## src/rtl/wd_pkg.sv

```systemverilog
// Shared watchdog datapath definitions: Q(F) defaults,
// averager FSM states and the signed Q(F) saturation limit.
package wd_pkg;

  localparam int W_DEF = 32;
  localparam int F_DEF = 16;

  typedef enum logic [1:0] {
    S_IDLE,
    S_ISSUE,
    S_WAIT
  } hbp_st_t;

  function automatic logic [63:0] q_sat_max(input int w);
    return (64'd1 << (w - 1)) - 64'd1;
  endfunction

  localparam logic [W_DEF-1:0] Q_SAT_MAX =
    W_DEF'(q_sat_max(W_DEF));

endpackage

```

## src/rtl/hb_sync_edge.sv

```systemverilog
// Two-flop synchroniser for an asynchronous input followed
// by a registered rising-edge detector (one-cycle pulse).
module hb_sync_edge (
  input  logic clk,
  input  logic rst_n,
  input  logic async_in,
  output logic rise
);

  logic s1;
  logic s2;
  logic s3;

  always_ff @(posedge clk or negedge rst_n) begin
    if (!rst_n) begin
      s1   <= 1'b0;
      s2   <= 1'b0;
      s3   <= 1'b0;
      rise <= 1'b0;
    end else begin
      s1   <= async_in;
      s2   <= s1;
      s3   <= s2;
      rise <= s2 & ~s3;
    end
  end

endmodule

```

## src/rtl/hb_period_avg.sv

```systemverilog
// Heartbeat period averager: measures cycles between heartbeat
// edges, averages over DEPTH samples, feeds the reciprocal stage.
module hb_period_avg
  import wd_pkg::*;
#(
  parameter int W     = W_DEF,
  parameter int F     = F_DEF,
  parameter int CNT_W = 16,
  parameter int DEPTH = 8
) (
  input  logic         clk,
  input  logic         rst_n,
  input  logic         hb_in,
  input  logic         calc_done,
  output logic [W-1:0] period_q,
  output logic         start_calc,
  output logic         busy,
  output logic         stall
);

  localparam int LG = $clog2(DEPTH);
  localparam int SW = CNT_W + LG;
  localparam logic [CNT_W-1:0] CNT_MAX = '1;
  localparam logic [LG:0] FULL = (LG + 1)'(DEPTH);
  localparam logic [63:0] SAT_LIM = 64'd1 << (W - 1 - F);
  localparam logic [W-1:0] QMAX = W'(q_sat_max(W));

  logic             hb_evt;
  logic             armed;
  logic             sample;
  logic             pend;
  logic             issue;
  logic [CNT_W-1:0] cnt;
  logic [CNT_W-1:0] avg;
  logic [SW-1:0]    sum;
  logic [LG-1:0]    wp;
  logic [LG:0]      fill;
  logic [CNT_W-1:0] ring [DEPTH];
  logic [W-1:0]     scaled;
  hbp_st_t          st;

  hb_sync_edge u_sync (
    .clk      (clk),
    .rst_n    (rst_n),
    .async_in (hb_in),
    .rise     (hb_evt)
  );

  // first edge after reset only arms the counter
  assign sample = hb_evt & armed;
  assign avg    = sum[SW-1:LG];
  assign scaled = (64'(avg) >= SAT_LIM) ? QMAX
                : W'(64'(avg) << F);
  assign issue  = (st == S_IDLE) && pend && (fill == FULL);
  assign stall  = armed && (cnt == CNT_MAX);

  always_ff @(posedge clk or negedge rst_n) begin
    if (!rst_n) begin
      armed <= 1'b0;
      cnt   <= '0;
      sum   <= '0;
      wp    <= '0;
      fill  <= '0;
      for (int i = 0; i < DEPTH; i++) ring[i] <= '0;
    end else begin
      if (hb_evt) begin
        armed <= 1'b1;
        cnt   <= CNT_W'(1);
      end else if (armed && cnt != CNT_MAX) begin
        cnt <= cnt + CNT_W'(1);
      end
      if (sample) begin
        ring[wp] <= cnt;
        sum      <= sum + SW'(cnt) - SW'(ring[wp]);
        wp       <= wp + LG'(1);
        if (fill != FULL) fill <= fill + (LG + 1)'(1);
      end
    end
  end

  always_ff @(posedge clk or negedge rst_n) begin
    if (!rst_n) begin
      st         <= S_IDLE;
      pend       <= 1'b0;
      period_q   <= '0;
      start_calc <= 1'b0;
      busy       <= 1'b0;
    end else begin
      // a sample landing in the issuing cycle re-arms pend
      if (sample)     pend <= 1'b1;
      else if (issue) pend <= 1'b0;
      unique case (st)
        S_IDLE: begin
          if (issue) begin
            period_q   <= scaled;
            start_calc <= 1'b1;
            busy       <= 1'b1;
            st         <= S_ISSUE;
          end
        end
        S_ISSUE: begin
          start_calc <= 1'b0;
          st         <= S_WAIT;
        end
        S_WAIT: begin
          if (calc_done) begin
            busy <= 1'b0;
            st   <= S_IDLE;
          end
        end
        default: begin
          start_calc <= 1'b0;
          busy       <= 1'b0;
          st         <= S_IDLE;
        end
      endcase
    end
  end

endmodule
```

## config.mk

```make
export PLATFORM = sky130hd
export DESIGN_NAME = hb_period_avg
export DESIGN_NICKNAME = d
export VERILOG_FILES = /design/src/rtl/wd_pkg.sv /design/src/rtl/hb_sync_edge.sv /design/src/rtl/hb_period_avg.sv
export SDC_FILE = /design/constraint.sdc
export NUM_CORES = 1
export LEC_CHECK = 0
export BUFFER_PORTS_ARGS = -buffer_cell sky130_fd_sc_hd__buf_2
export CAP_MARGIN = 5
export CORE_ASPECT_RATIO = 1.2
export CORE_MARGIN = 1.5
export CORE_UTILIZATION = 62
export DETAILED_ROUTE_END_ITERATION = 16
export GPL_TIMING_DRIVEN = 0
export PLACE_DENSITY_LB_ADDON = 0.08
export SYNTH_ARGS = -nofsm -noshare
export SYNTH_HDL_FRONTEND = slang
export SYNTH_SLANG_ARGS = --single-unit
export TNS_END_PERCENT = 20
```

## constraint.sdc

```tcl
create_clock -name clk -period 5.56 [get_ports clk]
set_input_delay 1.112 -clock clk [delete_from_list [all_inputs] [get_ports clk]]
set_output_delay 1.112 -clock clk [all_outputs]
set_load 0.1 [all_outputs]
```

==> results by group <==
Timing
  • Final setup vio count: 0
  • Actual slew at the worst max-slew pin: 0.836 ns
  • Max Slew Vio Count: 0
  • Fin crit period: 4.89 ns
  • Max_slew headroom: 44.1%
  • Setup TNS: 0 ns
  • RSZ-0062 raised after global routing: false
  • Worst setup margin: 0.674 ns
  • Post-route clock skew: 0.0119 ns
  • Period utilization: 87.9%
  • Achievable Freq: 205 MHz
  • Final Hold Fails: 0

Clock tree
  • Worst-path clk slew: 0.07 ns
  • CTS tree: built
  • Clk_lat worst skew: 0.43 ns
  • Setup bufs post-CTS: 0
  • Maximum clock insertion buffer count: 2
  • CTS sink count: 197
  • Htree depth: 4
  • # resized after CTS: 0
  • CTS buffer count: 17
  • Cts hold-fix bufs: 0
  • CTS root buffer: clkbuf_16

Global route
  • Initial antenna violation count: 0
  • GRT Resource Usage Total: 29.0%
  • Grt total ovfl: 0
  • Global-route wire length before repair: 37400 um
  • Largest net degree at the start of global routing: 113
  • Vias in the first global route: 6950

Setup path
  • Worst EP arrival: 5.21 ns
  • Critical path's top delay family: compound AO/OA/AOI/OAI gates
  • CP Cell Sequence: clkbuf_1 -> buf_2 -> mux4_2 -> mux2_2 -> fa_1 -> inv_1 -> ha_1 -> o21ai_0 -> o31a_1 -> o22a_1 -> nor4_1 -> nor2_1 -> o311ai_1
  • Critical Path RT: 5.89 ns
  • CP max stage delay: 0.61 ns
  • Critical path class: reg2reg
  • CP max FO: 10
  • Crit end category: register
  • Buf+Inv Stages, Crit Path: 3
  • Crit path max-delay cell type: mux4_2
  • Critical path startpoint category: register
  • Reg2Reg Setup Slack: 0.67 ns

Drt
  • Drt first pass iters: 5
  • Met3 wire length: 734 um
  • Post-DRT Antenna Nets: 0
  • Top layer in use: met4
  • Wire length on met2: 11800 um
  • DR WL/cell: 20.2 um
  • Met1 wire length: 9720 um
  • Average vias per placed instance: 5.92
  • DRC viols: 0
  • Via Count: 6695
  • 1st-iter DRT viols: 430
  • DRT Wirelength: 22800 um

Cells and area
  • Commonest non-fill, non-tap cell in the layout: dfrtp_1
  • Diodes inserted: 0
  • Nets: 954
  • Filler Cell Count: 1173
  • Synthesis-to-layout area growth: 10.3%
  • Most frequent cells in the layout: 197 x dfrtp_1, 116 x mux2_2, 75 x nand2_1
  • Layout cells sized above 1: 27.2%
  • Layout Cells excl Fill: 1131

Flow run
  • Number of max-cap violations: 0

Placed design
  • DP HPWL: 16700 um
  • Count of input and output buffers: 38
  • Cells after DPL: 1099
  • Setup slack at placement: 0.861 ns
  • Gpl congestion: 0.902

Floorplan
  • Rows: 50
  • Initial core utilization: 64.0%
  • Io pins: 39
  • Die Span Y: 142 um
  • Die Width: 119 um
  • Total die area: 17000 sq um
  • Core box area: 15700 sq um

Status
  • Status: finished clean

Synth
  • Synth Instances: 852
  • Library cells used by synthesis: 57
  • Top cell type by total area after synthesis: dfrtp_1
  • Asr flop ratio synth: 100%
  • Syn_nets: 896
  • Sequential element share of the synthesized area: 49.0%
  • Synth top area cells: dfrtp_1 49%, mux2_2 13%, mux4_2 7.2%
  • Ys Warns: 0
  • Mean Syn Cell Area: 11.8 sq um
  • Cell Area, Synth: 10100 sq um
  • Post-synth EDFFs: 0
  • Top FF cell, synth: dfrtp_1
  • Yosys reg bits: 197
  • Share of the synthesized area in the top cell type: 49.0%

Min path
  • Worst Hold Class: reg2reg

Power and ir drop
  • Pwr Density: 619 nW/um^2
  • Peak supply drop: 0.368 mV
  • Leakage: 5.17 nW
  • Power Total: 0.00686 W
## registers in the layout (all words and copies together), names as in the netlist, 2 cells and up
| name | cells |
|---|---|
| ring | 128 |
| sum | 19 |
| period_q | 17 |
| cnt | 16 |
| fill | 4 |
| wp | 3 |
| st | 2 |
## final cells by class
| cell class | instances | area, sq um | share of cell area [%] |
|---|---|---|---|
| plain buffers | 63 | 319 | 2.88 |
| clock buffers | 23 | 448 | 4.04 |
| clock inverters | 9 | 97.6 | 0.880 |
| inverters | 72 | 270 | 2.44 |
| multi-input cells | 520 | 4530 | 40.9 |
| flip-flops and latches | 197 | 4930 | 44.5 |
| well taps | 208 | 260 | 2.35 |
| repair buffers | 39 | 228 | 2.05 |
## per-stage QoR
step           util, %  hold WS [ns]  instance area, sq um
3_5_place_dp      67.1         0.340                 10500
5_1_grt           70.6         0.371                 11100
3_3_place_gp      66.9         0.338                 10500
4_1_cts           70.6         0.357                 11100
2_1_floorplan        -         0.331                 10100
6_report          70.6         0.354                 11100
## routing by layer
metal / vias up / GRT usage (%)
met5: - / 0
met4: 0 / 11.0
met3: 37 / 4.65
met2: 145 / 50.0
met1: 3440 / 37.4
li1: 3073 / -
## worst reg2reg max path: cells and delay by family (launching register included)
family / cells / cell delay, ns
mux: 2 / 0.92
buf+inv: 3 / 0.97
compound gates: 4 / 1.05
flops: 1 / 0.35
simple gates: 2 / 0.65
fa+ha+maj: 2 / 0.85
## path summary, 6_finish.rpt
check,start,endpoint,cells after the start
max reg2reg,wp[0],sum[15],13
max,wp[0],sum[15],13
min in group asynchronous,rst_n,period_q[26],1
min,u_sync.s1,u_sync.s2,0
min reg2reg,u_sync.s1,u_sync.s2,0
max in group asynchronous,rst_n,ring[53],2
## cell usage after synthesis, types with 3 or more instances
| master | instances |
|---|---|
| a211oi_1 | 6 |
| a21o_1 | 4 |
| a21oi_1 | 21 |
| buf_1 | 3 |
| buf_2 | 15 |
| buf_4 | 15 |
| clkbuf_1 | 29 |
| dfrtp_1 | 197 |
| fa_1 | 16 |
| ha_1 | 24 |
| inv_1 | 71 |
| mux2_2 | 116 |
| mux4_2 | 32 |
| nand2_1 | 75 |
| nand2b_1 | 4 |
| nand3_1 | 12 |
| nand4_1 | 10 |
| nor2_1 | 32 |
| nor2b_1 | 4 |
| nor3_1 | 12 |
| nor3_2 | 3 |
| nor4_1 | 6 |
| o21a_1 | 5 |
| o21ai_0 | 60 |
| o22a_1 | 16 |
| or3_1 | 3 |
| xnor2_1 | 20 |
| xor2_1 | 9 |
## power by group
| group | internal (W) | switching (W) |
|---|---|---|
| clock | 0.000624 | 0.000543 |
| combinational | 0.00124 | 0.00250 |
| sequential | 0.00172 | 0.000222 |
## kinds of logic (layout without fill, tap and decap cells)
| kind of cell | after synthesis | count (layout) | share of synthesized area, % |
|---|---|---|---|
| mux | 151 | 151 | 20.5 |
| simple gates | 171 | 171 | 8.00 |
| flops | 197 | 197 | 49.0 |
| xor+xnor | 29 | 29 | 2.53 |
| buf+inv | 135 | 206 | 5.86 |
| fa+ha+maj | 40 | 40 | 6.17 |
| compound gates | 129 | 129 | 7.93 |
Note: power is estimated with default switching activity, not from simulation.
